File: src/rtl/decode_out.sv
// rtl/decode_out.sv - packs decoded bytes into 64-bit words behind a 2-entry FIFO
// Optional running byte checksum port enabled by DECODE_OUT_CHKSUM_EN.
module decode_out #(
  parameter int LZF_WIDTH = 20
) (
  input  logic                 clk,
  input  logic                 rst,
  input  logic [7:0]           out_data,
  input  logic                 out_valid,
  input  logic                 out_done,
  output logic                 fo_full,
  output logic [63:0]          m_dst,
  output logic                 m_dst_putn,
  output logic [3:0]           m_dst_bytes,
  output logic                 m_dst_last,
  input  logic                 m_dst_full,
  output logic [LZF_WIDTH-1:0] dst_cnt,
  output logic                 done
`ifdef DECODE_OUT_CHKSUM_EN
  ,
  output logic [31:0]          chksum
`endif
);

  typedef enum logic [1:0] {S_RUN, S_FLUSH, S_DRAIN, S_DONE} state_e;

  // FIFO entry layout: {last, bytes[3:0], data[63:0]}
  state_e                 state_q, state_d;
  logic [2:0]             pack_cnt_q, pack_cnt_d;
  logic [63:0]            pack_q, pack_d;
  logic [68:0]            fifo0_q, fifo0_d;
  logic [68:0]            fifo1_q, fifo1_d;
  logic                   wr_ptr_q, wr_ptr_d;
  logic                   rd_ptr_q, rd_ptr_d;
  logic [1:0]             cnt_q, cnt_d;
  logic [LZF_WIDTH-1:0]   dst_cnt_q, dst_cnt_d;
  logic                   done_q, done_d;
`ifdef DECODE_OUT_CHKSUM_EN
  logic [31:0]            chksum_q, chksum_d;
`endif

  logic                   accept;
  logic                   pop;
  logic                   push;
  logic                   push_ok;
  logic [68:0]            entry;
  logic [68:0]            head;
  logic [63:0]            word_w;

  assign head   = rd_ptr_q ? fifo1_q : fifo0_q;
  assign pop    = (cnt_q != 2'd0) && !m_dst_full;
  assign accept = (state_q == S_RUN) && out_valid;

  always_comb begin
    state_d    = state_q;
    pack_cnt_d = pack_cnt_q;
    pack_d     = pack_q;
    fifo0_d    = fifo0_q;
    fifo1_d    = fifo1_q;
    wr_ptr_d   = wr_ptr_q;
    rd_ptr_d   = rd_ptr_q;
    dst_cnt_d  = dst_cnt_q;
`ifdef DECODE_OUT_CHKSUM_EN
    chksum_d   = chksum_q;
`endif
    push       = 1'b0;
    entry      = '0;
    word_w     = pack_q;
    word_w[{pack_cnt_q, 3'b000} +: 8] = out_data;

    case (state_q)
      S_RUN: begin
        if (accept) begin
          dst_cnt_d = dst_cnt_q + LZF_WIDTH'(1);
`ifdef DECODE_OUT_CHKSUM_EN
          chksum_d  = chksum_q + {24'd0, out_data};
`endif
          if (pack_cnt_q == 3'd7) begin
            push       = 1'b1;
            entry      = {1'b0, 4'd8, word_w};
            pack_d     = '0;
            pack_cnt_d = 3'd0;
          end else begin
            pack_d     = word_w;
            pack_cnt_d = pack_cnt_q + 3'd1;
          end
        end
        if (out_done) state_d = S_FLUSH;
      end
      S_FLUSH: begin
        // pack_cnt of 0 yields the empty terminator word
        if (cnt_q != 2'd2) begin
          push       = 1'b1;
          entry      = {1'b1, 1'b0, pack_cnt_q, pack_q};
          pack_d     = '0;
          pack_cnt_d = 3'd0;
          state_d    = S_DRAIN;
        end
      end
      S_DRAIN: begin
        if ((cnt_q == 2'd0) || ((cnt_q == 2'd1) && pop)) state_d = S_DONE;
      end
      default: ;
    endcase

    push_ok = push && ((cnt_q != 2'd2) || pop);
    if (push_ok) begin
      if (wr_ptr_q) fifo1_d = entry;
      else          fifo0_d = entry;
      wr_ptr_d = ~wr_ptr_q;
    end
    if (pop) rd_ptr_d = ~rd_ptr_q;
    cnt_d  = cnt_q + {1'b0, push_ok} - {1'b0, pop};
    done_d = (state_d == S_DONE);
  end

  always_ff @(posedge clk) begin
    if (rst) begin
      state_q    <= S_RUN;
      pack_cnt_q <= 3'd0;
      pack_q     <= '0;
      fifo0_q    <= '0;
      fifo1_q    <= '0;
      wr_ptr_q   <= 1'b0;
      rd_ptr_q   <= 1'b0;
      cnt_q      <= 2'd0;
      dst_cnt_q  <= '0;
      done_q     <= 1'b0;
`ifdef DECODE_OUT_CHKSUM_EN
      chksum_q   <= '0;
`endif
    end else begin
      state_q    <= state_d;
      pack_cnt_q <= pack_cnt_d;
      pack_q     <= pack_d;
      fifo0_q    <= fifo0_d;
      fifo1_q    <= fifo1_d;
      wr_ptr_q   <= wr_ptr_d;
      rd_ptr_q   <= rd_ptr_d;
      cnt_q      <= cnt_d;
      dst_cnt_q  <= dst_cnt_d;
      done_q     <= done_d;
`ifdef DECODE_OUT_CHKSUM_EN
      chksum_q   <= chksum_d;
`endif
    end
  end

  assign fo_full     = (cnt_q == 2'd2);
  assign m_dst_putn  = ~pop;
  assign m_dst       = pop ? head[63:0]  : 64'd0;
  assign m_dst_bytes = pop ? head[67:64] : 4'd0;
  assign m_dst_last  = pop ? head[68]    : 1'b0;
  assign dst_cnt     = dst_cnt_q;
  assign done        = done_q;
`ifdef DECODE_OUT_CHKSUM_EN
  assign chksum      = chksum_q;
`endif

endmodule

File: config.mk
export PLATFORM = sky130hd
export DESIGN_NAME = decode_out
export DESIGN_NICKNAME = d
export VERILOG_FILES = /design/src/rtl/decode_out.sv
export SDC_FILE = /design/constraint.sdc
export NUM_CORES = 1
export LEC_CHECK = 0
export ABC_AREA = 1
export CAP_MARGIN = 15
export CORE_MARGIN = 2
export CORE_UTILIZATION = 30
export DETAILED_ROUTE_END_ITERATION = 6
export GPL_TIMING_DRIVEN = 0
export SYNTH_ARGS = -nofsm -noshare
export SYNTH_HDL_FRONTEND = slang
export SYNTH_SLANG_ARGS = --single-unit
File: constraint.sdc
create_clock -name clk -period 2.4 [get_ports clk]
set_input_delay 0.48 -clock clk [delete_from_list [all_inputs] [get_ports clk]]
set_output_delay 0.48 -clock clk [all_outputs]
set_load 0.1 [all_outputs]
==> results of run 1 <==
per-layer routing:
metal | global-route usage | up-vias
met4 | 0.0730 | 2
met2 | 0.286 | 342
met5 | 0 | -
met3 | 0.0290 | 83
met1 | 0.243 | 5421
li1 | - | 6048
stage by stage:
step	power [mW]	std cells	setup slack (ns)
6_report	14.7	2535	-0.0472
5_1_grt	15.5	2534	-0.100
4_1_cts	14.6	2530	-0.0734
3_5_place_dp	9.67	2472	-1.54
3_3_place_gp	9.58	2471	-2.58
2_1_floorplan	8.20	1849	0.0761
sequential cells by signal, summed over array words and instances, names as in the netlist:
name and flops:
pack_q 64, dst_cnt 20, fifo0_q 69, state_q 2
pack_cnt_q 3, fifo1_q 69, wr_ptr_q 1, done 1
cnt_q 2, rd_ptr_q 1
timing repair:
item                       CTS  global route
setup buffers                7             6
setup endpoints to repair  148           209
resized for setup          743           112
hold buffers                 0             0
pin swaps                   13             4
cloned                       4             0
hold endpoints to repair     0             0
worst register-to-register path, cell delays in order (launching register included):
cell and delay [ns]:
dfxtp_1 0.36, buf_6 0.16, inv_6 0.06, ha_1 0.25, ha_1 0.27, inv_1 0.10, nand3_1 0.15, nor2_2 0.18
nand2_2 0.11, inv_2 0.13, nand2_1 0.08, nand3_1 0.12, nand3_1 0.11, nand2_1 0.07, inv_1 0.03
cells by family (layout without fill, tap and decap cells):
kind of cell,count (synthesis),in the layout,synth area share
simple gates,885,885,0.312
buf+inv,401,568,0.143
compound gates,319,319,0.138
flops,232,232,0.396
fa+ha+maj,8,8,0.00854
xor+xnor,4,4,0.00299
other cells,0,1,0
worst min path at each step:
stage,startpoint,end,slack [ns],cells after the start
after floorplan,fifo1_q[0],fifo1_q[0],0.42,2
after global placement,fifo1_q[0],fifo1_q[0],0.43,2
after detailed placement,fifo1_q[6],fifo1_q[6],0.43,2
after CTS,fifo1_q[6],fifo1_q[6],0.45,2
after global routing,fifo1_q[3],fifo1_q[3],0.46,2
final,fifo1_q[6],fifo1_q[6],0.45,2
final cells by class:
type	instances	area, sq um
repair buffers	121	1710
clock inverters	10	105
multi-input cells	1216	5740
well taps	518	648
plain buffers	97	643
flip-flops and latches	232	4650
inverters	302	1200
fillers	4040	23100
clock buffers	38	807
diodes	1	2.50
report_power, final:
group          internal (mW)  switching [mW]
combinational           1.83            4.08
clock                   2.54            1.65
sequential              4.37           0.255
total                   8.74            5.98
synthesized netlist by cell type (4+ instances only):
cell type	n
buf_2	28
buf_6	10
inv_2	7
nor2_1	111
o21ai_0	153
buf_4	13
dfxtp_1	232
nand2_1	568
ha_1	8
inv_1	291
o22ai_1	10
nand2_2	8
a21oi_1	110
nand3_1	176
nand3_2	4
o21ai_1	45
nor2_2	6
clkbuf_1	45
nand4_1	5
==> results.md, run 1 <==
| Parameter | Reported |
|:---|:---|
| Status | finished with violations |
| Violated checks | negative setup slack |
| TritonCTS clock tree | built |
| Number of rows created at floorplan | 72 |
| Most common cell after layout, fill and taps aside | nand2_1 |
| Largest fanout of any net on the critical path | 5 |
| Data arrival at the endpoint of the critical path | 1.97 ns |
| Number of distinct library cell variants in the gate-level netlist after synthesis | 31 |
| Most frequent cell on the critical path | buf_12 |
| Per-cell routed wire length | 14.7 microns |
| Half-perimeter wire length after detailed placement | 27.3 mm |
| Final estimated routing congestion in global placement | 0.895 |
| Maximum count of clock buffers along a single path | 3 |
| Headroom to the max-slew limit | 0.351 |
| Top achievable clock speed | 409 MHz |
| Worst setup endpoint | m_dst[42] |
| Aggregate global-route resource usage | 0.180 |
| Remaining Overflow, GRT | 0 |
| Number of buffer and inverter instances along the worst setup path | 7 |
| Async set-or-reset flop fraction in the synthesized netlist | 0 |
| Horizontal extent of the die | 202 microns |
| Starting DRC count in detailed routing | 840 |
| First element of the critical path | cnt_q[0] |
| I/O Pins | 105 |
| Clock-pin transition on the worst setup and hold timing paths | 0.07 ns |
| Area growth from synthesis to final layout | 32.3% |
| Skew final | 0.0169 ns |
| Final count of negative-setup-slack endpoints | 25 |
| CP peak stage delay | 0.34 ns |
| Cell count after synthesis | 1849 |
| Die boundary height | 202 microns |
| Max capacitance violation total | 0 |
| Post-synthesis sequential area ratio | 0.396 |
| EDFF count, synth | 0 |
| Top layer used by detailed routing | met5 |
| Detailed-route DRC error count | 0 |
| Capture instance of the worst register-to-register path | fifo0_q[23] |
| Syn Std Cell Area | 0.0117 sq mm |
| Setup repair after global routing missed its margin | true |
| DP Area | 0.0134 sq mm |
| Post-route design area | 0.0155 sq mm |
| Worst reg2reg path depth | 14 |
| Clk sinks | 232 |
| Layout cell share with drive strength beyond 1 | 0.159 |
| Final critical-path required period | 2.45 ns |
| Number of hold-slack violations in the final timing report | 0 |
| Launching point of the worst reg2reg path | pack_cnt_q[0] |
| Largest delay contributor family on the critical path | buffers and inverters |
| Largest net degree at the start of global routing | 14 |
| Final Util | 0.401 |
| Total Die Area | 0.0407 sq mm |
| Number of antenna violations at the first check in global routing | 1 |
| Global-route wire length before repair | 59.7 mm |
| Number of nets in the final layout | 2017 |
| Detailed Routing Iterations Pass 1 | 5 |
| Commonest non-fill, non-tap cells in the layout | nand2_1, inv_1, dfxtp_1 |
| Area fraction of the dominant cell type after synthesis | 0.396 |
| Tightest Pin Transition | 0.978 ns |
| Worst hold margin | 0.447 ns |
| Dominant register cell in the synthesized netlist | dfxtp_1 |
| Post-detailed-routing wire length | 37.3 mm |
| Total CTS buffers | 26 |
| Met2 wire len | 16.0 mm |
| Core region area | 0.0386 sq mm |
| Critical path capture point type | primary output |
| Via count normalized by instance count | 4.69 |
| Library cell occupying the most area in the post-synthesis netlist | dfxtp_1 |
| Via total after detailed routing | 11896 |
| Number of gates on the worst path with buffers counted | 9 |
| Number of synthesis warnings | 0 |
| Slowest cell on the critical path | dfxtp_2 |
| Worst setup slack for register-to-register paths | 0.12 ns |
| Insertion delay of the later-clocked pin in the worst-skew pair | 0.54 ns |
| Required time worst endpoint | 1.92 ns |
| Synthesized flop and latch total | 232 |
| Antenna Nets Post-Route | 0 |
| Starting utilization of the core area | 0.303 |
| Setup TNS | -0.698 ns |
| Minimum setup slack in the final design | -0.0472 ns |
| Length of routed wiring on met1 | 17.7 mm |
| H-tree Lvls | 1 |
| Category of the critical setup timing path | reg -> out |
| Via count of the first global-routing pass | 11379 |
| Cells along the critical path | inv_2 > a21oi_4 > buf_12 > buf_12 > buf_12 > clkbuf_16 > nand2_4 > inv_4 > buf_12 |
| Nets in the synthesized netlist | 1870 |
| Hold/Removal Path Class | reg -> reg |
| Routed length on met3 | 2.19 mm |
| Worst ir drop on vdd | 0.000509 V |
| Worst Setup Start Kind | flop |
| Number of max-slew violations in the final report | 0 |
| Leading post-synthesis cells by cell area | dfxtp_1, nand2_1, inv_1 |
| Synth Area per Inst | 6.34 sq um |
| Power per unit of standard cell area | 949 mW/mm^2 |
| Fin crit share | 1.02 |
| Count of port buffers added during placement | 104 |
| Pleak | 7.40 nW |
| Root Buffer Master | clkbuf_16 |
Note: power is estimated with default switching activity, not from simulation.
==> run 2, diff against run 1 <==
DONT_BUFFER_PORTS = 1   (was default)
==> run 2 against run 1 <==
The flow still finishes with violations (negative setup slack); clock power rose by 7.9%; utilization shrank 1.8 points; first-iteration DRC count up 1.5%; non-clock buffer count down 89; critical path depth is 2 lower; worst setup slack lost 0.056 ns; cell count decreased by 3.5%; total power rose by 3.7%; design area fell by 4.6%.
==> results.md, run 2 (synthesis gave the netlist of run 1 again) <==
| Parameter | Reported | Delta |
|:---|:---|:---|
| Status | finished with violations | unchanged |
| Violated checks | negative setup slack | unchanged |
| Hold/Removal Path Class | in -> reg | was reg -> reg |
| Per-cell routed wire length | 15.4 microns | was 14.7 microns |
| Top flop regs | fifo0_q x69, fifo1_q x69, pack_q x64 | unchanged |
| Launching point of the worst reg2reg path | cnt_q[0] | was pack_cnt_q[0] |
| Post-placement setup slack | -0.639 ns | was -1.54 ns |
| Remaining Overflow, GRT | 0 | unchanged |
| Skew final | 0.0206 ns | was 0.0169 ns |
| Global-route wire length before repair | 59.2 mm | was 59.7 mm |
| Pleak | 6.30 nW | was 7.40 nW |
| GR peak layer | met2 | unchanged |
| Largest delay contributor family on the critical path | buffers and inverters | unchanged |
| Number of antenna violations at the first check in global routing | 0 | was 1 |
| Area growth from synthesis to final layout | 26.3% | was 32.3% |
| Grt met1 use | 0.241 | was 0.243 |
| Final estimated routing congestion in global placement | 0.874 | was 0.895 |
| Number of max-slew violations in the final report | 0 | unchanged |
| Clock-pin transition on the worst setup and hold timing paths | 0.06 ns | was 0.07 ns |
| Ant diodes | 0 | was 1 |
| Aggregate global-route resource usage | 0.180 | about the same |
| Post-detailed-routing wire length | 37.8 mm | was 37.3 mm |
| Via count normalized by instance count | 4.78 | was 4.69 |
| Tightest Pin Transition | 1.08 ns | was 0.978 ns |
| Headroom to the max-slew limit | 0.276 | was 0.351 |
| Setup repair after global routing missed its margin | true | unchanged |
| Number of hold-repair buffers added at the cts stage | 0 | unchanged |
| Largest net degree at the start of global routing | 14 | unchanged |
| Final count of negative-setup-slack endpoints | 59 | was 25 |
| Via total after detailed routing | 11704 | was 11896 |
| Core region area | 0.0386 sq mm | unchanged |
| Part of the power in registers | 0.312 | was 0.314 |
| Number of rows created at floorplan | 72 | unchanged |
| Worst setup slack for register-to-register paths | 0.01 ns | was 0.12 ns |
| Data arrival at the endpoint of the critical path | 2.02 ns | was 1.97 ns |
| Half-perimeter wire length after detailed placement | 27.3 mm | about the same |
| Minimum setup slack in the final design | -0.103 ns | was -0.0472 ns |
| Insertion delay of the later-clocked pin in the worst-skew pair | 0.55 ns | was 0.54 ns |
| Total CTS buffers | 27 | was 26 |
| Worst ir drop on vdd | 0.000577 V | was 0.000509 V |
| Starting utilization of the core area | 0.303 | unchanged |
| Cells along the critical path | inv_2 > a21oi_4 > buf_12 > buf_12 > clkbuf_16 > nand2_4 > clkinvlp_4 | was inv_2 > a21oi_4 > buf_12 > buf_12 > buf_12 > clkbuf_16 > nand2_4 > inv_4 > buf_12 |
| Critical path capture point type | primary output | unchanged |
| Fin crit share | 1.04 | was 1.02 |
| Most common cell after layout, fill and taps aside | nand2_1 | unchanged |
| Die boundary height | 202 microns | unchanged |
| Count of port buffers added during placement | 0 | was 104 |
| Hold Path Sink | wr_ptr_q | was fifo1_q[6] |
| Number of nets in the final layout | 1930 | was 2017 |
| Clk network pwr share | 0.296 | was 0.285 |
| Worst Setup Start Kind | flop | unchanged |
| Detailed-route DRC error count | 0 | unchanged |
| Power per unit of standard cell area | 1030 mW/mm^2 | was 949 mW/mm^2 |
| Category of the critical setup timing path | reg -> out | unchanged |
| Combinational share of power | 0.392 | was 0.401 |
| TritonCTS clock tree | built | unchanged |
| Clk sinks | 232 | unchanged |
| Slowest cell on the critical path | dfxtp_2 | unchanged |
| Largest fanout of any net on the critical path | 6 | was 5 |
| Number of hold-slack violations in the final timing report | 0 | unchanged |
| Final Non-Filler Cells | 2447 | was 2535 |
| Top achievable clock speed | 400 MHz | was 409 MHz |
| H-tree Lvls | 1 | unchanged |
| Switching power of the nets | 6.23 mW | was 5.98 mW |
| Root Buffer Master | clkbuf_16 | unchanged |
| Switching share of power | 0.408 | was 0.406 |
| Commonest non-fill, non-tap cells in the layout | nand2_1, dfxtp_1, inv_1 | was nand2_1, inv_1, dfxtp_1 |
| Most frequent cell on the critical path | buf_12 | unchanged |
| Cell Int Power | 9.04 mW | was 8.74 mW |
| Detailed Routing Iterations Pass 1 | 5 | unchanged |
| Global-route met3 utilization | 0.0364 | was 0.0290 |
| Number of buffer and inverter instances along the worst setup path | 5 | was 7 |
| Max capacitance violation total | 0 | unchanged |
| I/O Pins | 105 | unchanged |
| CP peak stage delay | 0.35 ns | was 0.34 ns |
| Final critical-path required period | 2.50 ns | was 2.45 ns |
| Required time worst endpoint | 1.92 ns | about the same |
| Hold path startpoint | m_dst_full | was fifo1_q[6] |
| Cell depth of the worst min-delay path | 3 | was 2 |
| Worst reg2reg path depth | 11 | was 14 |
| Antenna Nets Post-Route | 0 | unchanged |
| Via count of the first global-routing pass | 10984 | was 11379 |
| Placed Cells incl. Taps | 2368 | was 2472 |
| Capture instance of the worst register-to-register path | cnt_q[1] | was fifo0_q[23] |
| Layout cell share with drive strength beyond 1 | 0.184 | was 0.159 |
| Starting DRC count in detailed routing | 853 | was 840 |
| Met2 Use GR | 0.289 | was 0.286 |
| Maximum count of clock buffers along a single path | 3 | unchanged |
| Horizontal extent of the die | 202 microns | unchanged |
| Total Die Area | 0.0407 sq mm | unchanged |
[run 2: through the flow]
step / TNS, ns / util / hold slack [ns] / cell area, sq um / total power, mW
6_report: -2.74 / 0.383 / 0.232 / 14800 / 15.3
3_3_place_gp: -106.62 / 0.320 / 0.429 / 12400 / 9.35
5_1_grt: -7.25 / 0.383 / 0.223 / 14800 / 16.0
3_5_place_dp: -46.04 / 0.320 / 0.433 / 12400 / 9.44
2_1_floorplan: 0 / - / 0.419 / 11700 / 8.20
4_1_cts: -3.91 / 0.368 / 0.195 / 14200 / 14.7
[run 2: layout make-up]
class	count	area, sq um
Tap cell	518	648
Timing Repair Buffer	32	389
Sequential cell	232	4670
Fill cell	4053	23800
Clock inverter	13	205
Clock buffer	36	769
Inverter	302	1430
Buffer	97	791
Multi-Input combinational cell	1217	5900
[run 2: timing repair]
action                                  4_1_cts  5_1_grt
setup buffers                                10       14
pin swaps                                    15        9
resized for setup                           230      144
gates cloned                                  4        4
hold endpoints to repair                      0        0
endpoints found under the setup margin      200      225
[run 2: per-layer routing]
layer | wire [microns] | up-vias
li1 | - | 5889
met1 | 17200 | 5395
met2 | 16700 | 351
met3 | 2670 | 69
met4 | 1170 | 0
met5 | 0 | -
[run 2: power groups by stage]
stage	clock network (mW)	logic (mW)	registers, mW
floorplan	0	3.47	4.74
CTS	4.57	5.38	4.75
global route	4.72	6.48	4.82
detailed placement	0	4.64	4.80
finish	4.52	5.99	4.76
global placement	0	4.57	4.78
[run 2: worst min-delay path, delay by kind of cell]
family / cells / cell delay (ns)
AO/OA/AOI/OAI: 1 / 0.07
AND/OR/NAND/NOR: 2 / 0.17
[run 2: worst max-delay path by stage]
stage                     from        end  slack [ns]  cells past startpoint
finish                cnt_q[1]  m_dst[56]       -0.10                      7
global route          cnt_q[1]  m_dst[45]       -0.16                      7
CTS                   cnt_q[1]  m_dst[58]       -0.14                      7
detailed placement    rd_ptr_q   m_dst[9]       -0.64                      6
global placement    m_dst_full  m_dst[48]       -1.52                      4
floorplan           m_dst_full  m_dst[48]        0.08                      4
==> run 3, diff against run 2 <==
DONT_BUFFER_PORTS = default   (was 1)
clock period = 2.5 ns   (was 2.4 ns; I/O delays follow)
==> run 3 against run 2 <==
Sequential power shrank 6.5%; the flow now finishes without violations; sequential share of layout area is 0.088 points higher; highest routed layer is now met5; clock skew fell by 0.0030 ns; hold slack better by 0.21 ns; die area unchanged; worst setup slack better by 0.18 ns; critical endpoint is now m_dst[1].
==> results.md, run 3 (synthesis gave the netlist of run 1 again) <==
| Parameter | Reported | Delta |
|:---|:---|:---|
| Starting utilization of the core area | 0.303 | unchanged |
| Headroom to the max-slew limit | 0.352 | was 0.276 |
| Most common cell after layout, fill and taps aside | nand2_1 | unchanged |
| Number of max-slew violations in the final report | 0 | unchanged |
| Cells along the critical path | inv_1 > a21oi_4 > buf_12 > buf_12 > clkbuf_8 > nand2_1 > inv_1 > buf_12 | was inv_2 > a21oi_4 > buf_12 > buf_12 > clkbuf_16 > nand2_4 > clkinvlp_4 |
| Ant diodes | 0 | unchanged |
| Final count of negative-setup-slack endpoints | 0 | was 59 |
| Total Die Area | 0.0407 sq mm | unchanged |
| Switching power of the nets | 5.44 mW | was 6.23 mW |
| Most frequent cell on the critical path | buf_12 | unchanged |
| Global-route wire length before repair | 58.7 mm | was 59.2 mm |
| Half-perimeter wire length after detailed placement | 27.3 mm | about the same |
| Final critical-path required period | 2.42 ns |  |
| Final estimated routing congestion in global placement | 0.895 | was 0.874 |
| Category of the critical setup timing path | reg -> out | unchanged |
| Worst ir drop on vdd | 0.000480 V | was 0.000577 V |
| Length of routed wiring on met1 | 17.6 mm | was 17.2 mm |
| Cell Int Power | 8.06 mW | was 9.04 mW |
| Clock-pin transition on the worst setup and hold timing paths | 0.06 ns | about the same |
| Worst Setup Start Kind | flop | unchanged |
| Fin crit share | 0.968 |  |
| Count of port buffers added during placement | 104 | was 0 |
| Data arrival at the endpoint of the critical path | 1.92 ns | was 2.02 ns |
| Remaining Overflow, GRT | 0 | unchanged |
| Number of hold-repair buffers added at the cts stage | 0 | unchanged |
| Via total after detailed routing | 11796 | was 11704 |
| Tightest Pin Transition | 0.976 ns | was 1.08 ns |
| Horizontal extent of the die | 202 microns | unchanged |
| Largest delay contributor family on the critical path | buffers and inverters | unchanged |
| Max capacitance violation total | 0 | unchanged |
| Number of rows created at floorplan | 72 | unchanged |
| Largest net degree at the start of global routing | 14 | unchanged |
| Largest fanout of any net on the critical path | 10 | was 6 |
| Power per unit of standard cell area | 918 mW/mm^2 | was 1030 mW/mm^2 |
| Number of antenna violations at the first check in global routing | 1 | was 0 |
| Via count normalized by instance count | 4.68 | was 4.78 |
| Commonest non-fill, non-tap cells in the layout | nand2_1, inv_1, dfxtp_1 | was nand2_1, dfxtp_1, inv_1 |
| Part of the power in registers | 0.329 | was 0.312 |
| Per-cell routed wire length | 14.6 microns | was 15.4 microns |
| Area growth from synthesis to final layout | 25.5% | was 26.3% |
| Combinational share of power | 0.373 | was 0.392 |
| Layout cell share with drive strength beyond 1 | 0.122 | was 0.184 |
| Critical path capture point type | primary output | unchanged |
| Maximum count of clock buffers along a single path | 3 | unchanged |
| Power after layout | 13.5 mW | was 15.3 mW |
| Via count of the first global-routing pass | 11177 | was 10984 |
| Root Buffer Master | clkbuf_16 | unchanged |
| Hold/Removal Path Class | reg -> reg | was in -> reg |
| TritonCTS clock tree | built | unchanged |
| Total CTS buffers | 26 | was 27 |
| Required time worst endpoint | 2.00 ns | was 1.92 ns |
| Top layer used by detailed routing | met5 | was met4 |
| Pleak | 6.90 nW | was 6.30 nW |
| Clk network pwr share | 0.298 | was 0.296 |
| Met2 wire len | 15.7 mm | was 16.7 mm |
| Number of hold-slack violations in the final timing report | 0 | unchanged |
| Skew final | 0.0175 ns | was 0.0206 ns |
| Aggregate global-route resource usage | 0.177 | was 0.180 |
| Status | complete, no violations | was finished with violations |
| CP peak stage delay | 0.34 ns | was 0.35 ns |
| I/O Pins | 105 | unchanged |
| Clk sinks | 232 | unchanged |
| Number of nets in the final layout | 2004 | was 1930 |
| Slowest cell on the critical path | dfxtp_2 | unchanged |
| Core region area | 0.0386 sq mm | unchanged |
| Post-placement setup slack | -1.48 ns | was -0.639 ns |
| Minimum setup slack in the final design | 0.0791 ns | was -0.103 ns |
| Top achievable clock speed | 413 MHz |  |
| Die boundary height | 202 microns | unchanged |
| Count of fill cells added during filler insertion | 4126 | was 4053 |
| Detailed-route DRC error count | 0 | unchanged |
| Insertion delay of the later-clocked pin in the worst-skew pair | 0.53 ns | was 0.55 ns |
| Switching share of power | 0.403 | was 0.408 |
| Top flop regs | fifo0_q x69, fifo1_q x69, pack_q x64 | unchanged |
| Routed length on met3 | 2.02 mm | was 2.67 mm |
| H-tree Lvls | 1 | unchanged |
| Antenna Nets Post-Route | 0 | unchanged |
| Post-detailed-routing wire length | 36.7 mm | was 37.8 mm |
| Detailed Routing Iterations Pass 1 | 5 | unchanged |
| Number of buffer and inverter instances along the worst setup path | 6 | was 5 |
| Starting DRC count in detailed routing | 827 | was 853 |
run 3: cell types whose count changed in the layout (fill, tap and decap cells not counted), moves of 13 or more:
cell | previous run | this run
buf_12 | 6 | 21
buf_6 | 10 | 40
clkinvlp_4 | 74 | 2
dlygate4sd2_1 | 0 | 21
inv_1 | 214 | 276
inv_2 | 9 | 22
nand2_1 | 506 | 567
nand2_2 | 32 | 9
nand2_4 | 39 | 1
o21ai_0 | 90 | 132
o21ai_1 | 90 | 64
o21ai_2 | 18 | 2
run 3: stage by stage:
stage / hold WS [ns] / cell area (sq um) / instances / TNS, ns / util
2_1_floorplan: 0.419 / 11700 / 1849 / 0 / -
3_3_place_gp: 0.430 / 13400 / 2471 / -171.18 / 0.347
3_5_place_dp: 0.435 / 13400 / 2472 / -95.63 / 0.347
4_1_cts: 0.448 / 14500 / 2521 / 0 / 0.374
5_1_grt: 0.463 / 14700 / 2521 / -0.00506 / 0.381
6_report: 0.447 / 14700 / 2521 / 0 / 0.381
run 3: final timing paths:
path                  from         end  slack, ns  depth (start not counted)
min             fifo1_q[6]  fifo1_q[6]       0.45                          2
max reg2reg  pack_cnt_q[0]  fifo1_q[8]       0.12                         11
min reg2reg     fifo1_q[6]  fifo1_q[6]       0.45                          2
max               cnt_q[0]    m_dst[1]       0.08                          8
run 3: layout make-up:
cell class                 instances  area (sq um)  share of cell area
inverter                         302          1140              0.0777
clock buffer                      38           807              0.0549
tap                              518           648              0.0441
multi-input combinational       1216          5450               0.371
sequential                       232          4650               0.316
buffer                            96           581              0.0395
clock inverter                    10           105             0.00714
timing repair buffer             109          1320              0.0898
run 3: worst reg2reg max path: stages (launching register included):
cell     delay [ns]
dfxtp_1        0.35
buf_4          0.19
inv_6          0.07
ha_1           0.23
ha_1           0.26
nor2_8         0.19
nand3_2        0.17
buf_2          0.23
o21ai_0        0.23
o21ai_0        0.17
nand2_1        0.09
o21ai_0        0.08
run 3: power groups by stage:
stage / Clock, mW / Combinational, mW / Sequential, mW
finish: 4.02 / 5.04 / 4.45
global route: 4.23 / 5.52 / 4.49
CTS: 4.09 / 4.94 / 4.44
detailed placement: 0 / 4.79 / 4.50
global placement: 0 / 4.71 / 4.48
floorplan: 0 / 3.33 / 4.55
run 3: per-layer routing:
metal | vias up | GRT usage
li1 | 6021 | -
met3 | 84 | 0.0259
met1 | 5370 | 0.242
met5 | - | 0
met4 | 2 | 0.0712
met2 | 319 | 0.280
run 3: what timing repair did:
| item | 4_1_cts | 5_1_grt |
|---|---|---|
| endpoints found under the setup margin | 95 | 167 |
| gates resized for setup | 543 | 92 |
| endpoints found under the hold margin | 0 | 0 |
| pin swaps | 1 | 2 |
| buffers inserted | 2 | 2 |
==> RTL change 1 (flow settings as in run 1) <==
Set the parameter `LZF_WIDTH` to 22 (it was 20).
--- a/src/rtl/decode_out.sv
+++ b/src/rtl/decode_out.sv
@@ -2,5 +2,5 @@
 // Optional running byte checksum port enabled by DECODE_OUT_CHKSUM_EN.
 module decode_out #(
-  parameter int LZF_WIDTH = 20
+  parameter int LZF_WIDTH = 22
 ) (
   input  logic                 clk,
Interface: changed (resized dst_cnt); port bits go from 105 to 107. The function was not compared with the original's and may differ.
==> RTL change 1 against run 1 <==
First-iteration DRC count fell by 8.1%; global-route usage fell by 0.25 points; setup slack improved by 0.087 ns; area after synthesis rose by 1.5%; via count rose by 1.2%; non-clock buffer count fell by 4; design area fell by 0.57%; die area rose by 1.5%; routed wire length barely moved; sequential cell count rose by 2; sequential share of layout area rose by 0.45 points; power rose by 0.54%.
==> RTL change 1: results (changes against run 1) <==
[clock_tree]
cts_buffer_depth = 3  ; unchanged
clk_pin_slew_ns = 0.06
htreeDepth = 1  ; unchanged
numCtsBuffers = 28  ; +7.7%
clk_latency_ns = 0.55
clockRootBuffer = clkbuf_16

[layout]
layout-drive-gt1-share_pct = 13.5  ; -2.4 points
nets = 2030  ; +0.64%
num_antenna_cells = 0  ; -1
fillers = 4099  ; +1.5%
reg.largest.list = fifo0_q (69), fifo1_q (69), pack_q (64)
finalNonFillerCells = 2549  ; +0.55%

[global_route]
grt_usage_pct = 17.8  ; -0.25 points
antenna_found_initial = 0  ; -1
grt_max_degree = 15  ; +1
grt_pass1_vias = 11400  ; +0.36%
grt_pass1_wl_um = 59500  ; -0.32%

[worst_setup_path]
crit_buf_inv = 5  ; -2
critPathArrivalTime_ns = 1.88  ; -0.09 ns
cp_slowest_stage_delay_ns = 0.34  ; about the same
crit_slowest_cell = dfxtp_2
cpLargestDelayFamily = buffers and inverters
crit_fanout = 10  ; +5

[routing]
vias = 12000  ; +1.2%
drt_iter0_markers = 772  ; -8.1%
routed_wl_um = 37300  ; about the same
first_pass_iters = 5  ; unchanged
ant_nets = 0  ; unchanged

[min_path]
min_path_type = reg2reg

[timing]
finalClockSkew_ns = 0.0168  ; -0.000176 ns
setup_viol = 0  ; -100%
tightestPinTransition_ns = 0.985  ; +0.00763 ns

[place]
dp.cells = 2488  ; +0.65%
placed_cell_area_mm2 = 0.0136  ; +1.3%
hpwl_um = 27400  ; +0.16%
io_buffers = 105  ; +0.96%
gp_congestion = 0.861  ; -3.8%

[pwr]
leakagePower_nw = 7.11  ; -3.9%
ir_worst_vdd_mv = 0.478  ; -6.1%
switching_share_pct = 39.2  ; -1.4 points

[synthesis]
ys_warn_count = 0  ; unchanged
synth_flop_cell = dfxtp_1
synthArstFlopShare_pct = 0  ; unchanged
yosys-top-cells-count = 569 x nand2_1, 296 x inv_1, 234 x dfxtp_1, 165 x nand3_1, 163 x o21ai_0
synth.distinct_cells = 34  ; +9.7%
yosys-top-cells-area = dfxtp_1 39%, nand2_1 18%, inv_1 9.3%
synth.yosys.seq_area_share_pct = 39.4  ; -0.25 points
synth.avg_cell_area_um2 = 6.38  ; +0.63%

[status]
status = finished clean

-- RTL change 1: cell types whose count changed in the layout (fill, tap and decap cells not counted), sizes merged, moves of 3 or more --
cell,delta
o21ai,+3
bufinv,+3
clkbuf,-7
inv,+8
nand3,-11
nor2,+11
o22ai,+9
buf,+3
a21oi,-8
-- RTL change 1: cell type report --
type | count | area (µm²) | area share (%)
Multi-Input combinational cell | 1223 | 5590 | 36.3
Sequential cell | 234 | 4690 | 30.4
Timing Repair Buffer | 115 | 1580 | 10.3
Inverter | 308 | 1180 | 7.66
Clock buffer | 39 | 812 | 5.27
Buffer | 99 | 702 | 4.55
Tap cell | 518 | 648 | 4.20
Clock inverter | 13 | 209 | 1.36
-- RTL change 1: per-layer routing --
metal	GRT usage (%)	wire, µm	part of all wire (%)	vias to the layer above
li1	-	-	-	6099
met1	24.0	17300	46	5545
met2	29.1	16800	45	319
met3	2.40	2060	5.5	71
met4	6.33	1130	3.0	0
met5	0	0	0	-
-- RTL change 1: cells by family after synthesis --
family / count (synthesis) / share of synthesized area (%)
simple gates: 887 / 31.2
buf+inv: 408 / 14.5
compound gates: 325 / 13.9
flops: 234 / 39.4
fa+ha+maj: 8 / 0.841
xor+xnor: 3 / 0.221
-- RTL change 1: worst paths after layout --
path | cells after the start | from | to | slack (ns)
worst max-delay path | 7 | cnt_q[0] | m_dst[43] | 0.04
worst min-delay path | 2 | fifo1_q[34] | fifo1_q[34] | 0.45
worst max register to register | 11 | pack_cnt_q[0] | fifo0_q[31] | 0.05
worst min register to register | 2 | fifo1_q[34] | fifo1_q[34] | 0.45
-- RTL change 1: worst min-delay path, stage by stage (launching register included) --
cell     delay (ns)
dfxtp_1        0.31
nand2_1        0.06
nand2_1        0.04
-- RTL change 1: timing repair --
action | in CTS | in global routing
gates cloned | 0 | 1
endpoints found under the hold margin | 0 | 0
pin swaps | 2 | 9
buffers inserted | 4 | 5
endpoints found under the setup margin | 136 | 174
gates resized for setup | 637 | 132
-- RTL change 1: power groups by stage --
stage / Sequential, mW / Combinational (mW) / Clock (mW)
2_1_floorplan: 4.76 / 3.51 / 0
3_3_place_gp: 4.69 / 4.92 / 0
3_5_place_dp: 4.71 / 4.97 / 0
4_1_cts: 4.65 / 5.26 / 4.72
5_1_grt: 4.72 / 6.00 / 4.88
6_report: 4.67 / 5.50 / 4.63
-- RTL change 1: stage by stage --
| step | setup slack [ns] | hold slack, ns |
|---|---|---|
| 6_report | 0.0402 | 0.450 |
| 3_3_place_gp | -2.45 | 0.441 |
| 5_1_grt | -0.0247 | 0.464 |
| 2_1_floorplan | 0.0528 | 0.419 |
| 4_1_cts | -0.0141 | 0.452 |
| 3_5_place_dp | -1.93 | 0.439 |
==> RTL change 2 (flow settings as in run 1) <==
Without the edit above. Encoding of `state_e`: now Gray code (2 bits for 4 states).
--- a/src/rtl/decode_out.sv
+++ b/src/rtl/decode_out.sv
@@ -23,5 +23,5 @@
 );
 
-  typedef enum logic [1:0] {S_RUN, S_FLUSH, S_DRAIN, S_DONE} state_e;
+  typedef enum logic [1:0] {S_RUN = 2'b00, S_FLUSH = 2'b01, S_DRAIN = 2'b11, S_DONE = 2'b10} state_e;
 
   // FIFO entry layout: {last, bytes[3:0], data[63:0]}
Check against the original RTL: no difference found for any inputs over 4 cycles, from zero or initial values and one cycle with rst high; so few cycles prove little.
==> RTL change 2 against run 1 <==
Maximum frequency is 4.9% higher; sequential cell count stayed put; non-clock buffer count is 7 lower; setup slack better by 0.11 ns; power is 12% lower; routed wire length is 2.8% higher; area after synthesis is 0.33% higher; die area is 0.33% higher; utilization is 0.73 points lower; design area is 1.8% lower.
==> RTL change 2: results (changes against run 1) <==
[pwr]
leakagePower_nw = 6.97  ; -5.8%
ir_worst_vdd_mv = 0.541  ; +6.2%
switching_share_pct = 37.7  ; -3.0 points

[layout]
layout-drive-gt1-share_pct = 13.6  ; -2.4 points
nets = 2007  ; -0.50%

[routing]
met2WireLength_um = 17000  ; +6.6%
highest_layer = met5
first_pass_iters = 6  ; +1
drt-met1-wl_um = 17200  ; -3.0%
vias_per_cell = 4.76  ; +1.5%
drt_iter0_markers = 833  ; -0.83%
wl_met3_um = 2650  ; +21%
vias = 12000  ; +1.1%

[global_route]
antenna_found_initial = 3  ; +2
gr-usage-met1_pct = 24.5  ; +0.19 points
grt_pass1_wl_um = 60100  ; +0.60%
grt_use_met2_pct = 29.1  ; +0.55 points
grt_util_met3_pct = 3.13  ; +0.23 points
grt_pass1_vias = 11400  ; +0.21%
grt_max_degree = 13  ; -1
grt_usage_pct = 18.3  ; +0.28 points

[synthesis]
synth.avg_cell_area_um2 = 6.38  ; +0.71%
yosys-top-cells-area = dfxtp_1 39%, nand2_1 18%, inv_1 9.1%
synth_nets = 1863  ; -0.37%
synthAdderAreaFrac_pct = 0.851  ; -0.0028 points
yosys-top-cells-count = 561 x nand2_1, 285 x inv_1, 232 x dfxtp_1, 171 x nand3_1, 160 x o21ai_0
synthXorXnorAreaFrac_pct = 0.298  ; -0.00099 points
synth.distinct_cells = 37  ; +19%
synth_compound_area_share_pct = 13.9  ; +0.18 points

[worst_setup_path]
crit_slowest_cell = clkdlybuf4s15_1
startpoint = dst_cnt[0]
crit_end = dst_cnt[0]
r2r_cells = 8  ; -6
r2r_start = pack_cnt_q[1]
cp_slowest_stage_delay_ns = 0.87  ; +0.53 ns
timing.rr.end = pack_q[45]
critPathArrivalTime_ns = 1.85  ; -0.12 ns
reg2reg_slack_ns = 0.07  ; -0.05 ns

[place]
placed_cell_area_mm2 = 0.0134  ; +0.18%
hpwl_um = 27500  ; +0.61%
dp.cells = 2464  ; -0.32%
dp_slack_ns = -1.92  ; -0.379 ns
gp_congestion = 0.851  ; -4.9%

[clock_tree]
numCtsBuffers = 27  ; +3.8%

[min_path]
hp-start = fifo1_q[0]
min_to = fifo1_q[0]

[timing]
max_slew_margin_pct = 33.4  ; -1.7 points
fin_hold_ws_ns = 0.443  ; -0.00340 ns
finalClockSkew_ns = 0.00871  ; -0.00823 ns
period_minus_slack_ns = 2.33  ; -0.114 ns

[status]
status = finished clean

RTL change 2: power by group through the flow:
stage          Clock, mW  Sequential, mW  Combinational (mW)
6_report            4.22            4.41                4.38
5_1_grt             4.45            4.45                4.74
4_1_cts             4.31            4.41                4.06
3_5_place_dp           0            4.46                3.80
3_3_place_gp           0            4.45                3.75
2_1_floorplan          0            4.48                2.67
RTL change 2: cell type report:
| cell class | instances | area [µm²] |
|---|---|---|
| Fill cell | 4080 | 23400 |
| Timing Repair Buffer | 116 | 1640 |
| Antenna cell | 1 | 2.50 |
| Multi-Input combinational cell | 1213 | 5610 |
| Sequential cell | 232 | 4660 |
| Tap cell | 518 | 648 |
| Buffer | 95 | 624 |
| Clock buffer | 38 | 767 |
| Inverter | 301 | 1150 |
| Clock inverter | 11 | 135 |
RTL change 2: what timing repair did:
item,in CTS,in global routing
endpoints found under the setup margin,152,235
pin swaps,1,6
buffers inserted,5,5
cloned,0,3
gates resized for setup,619,163
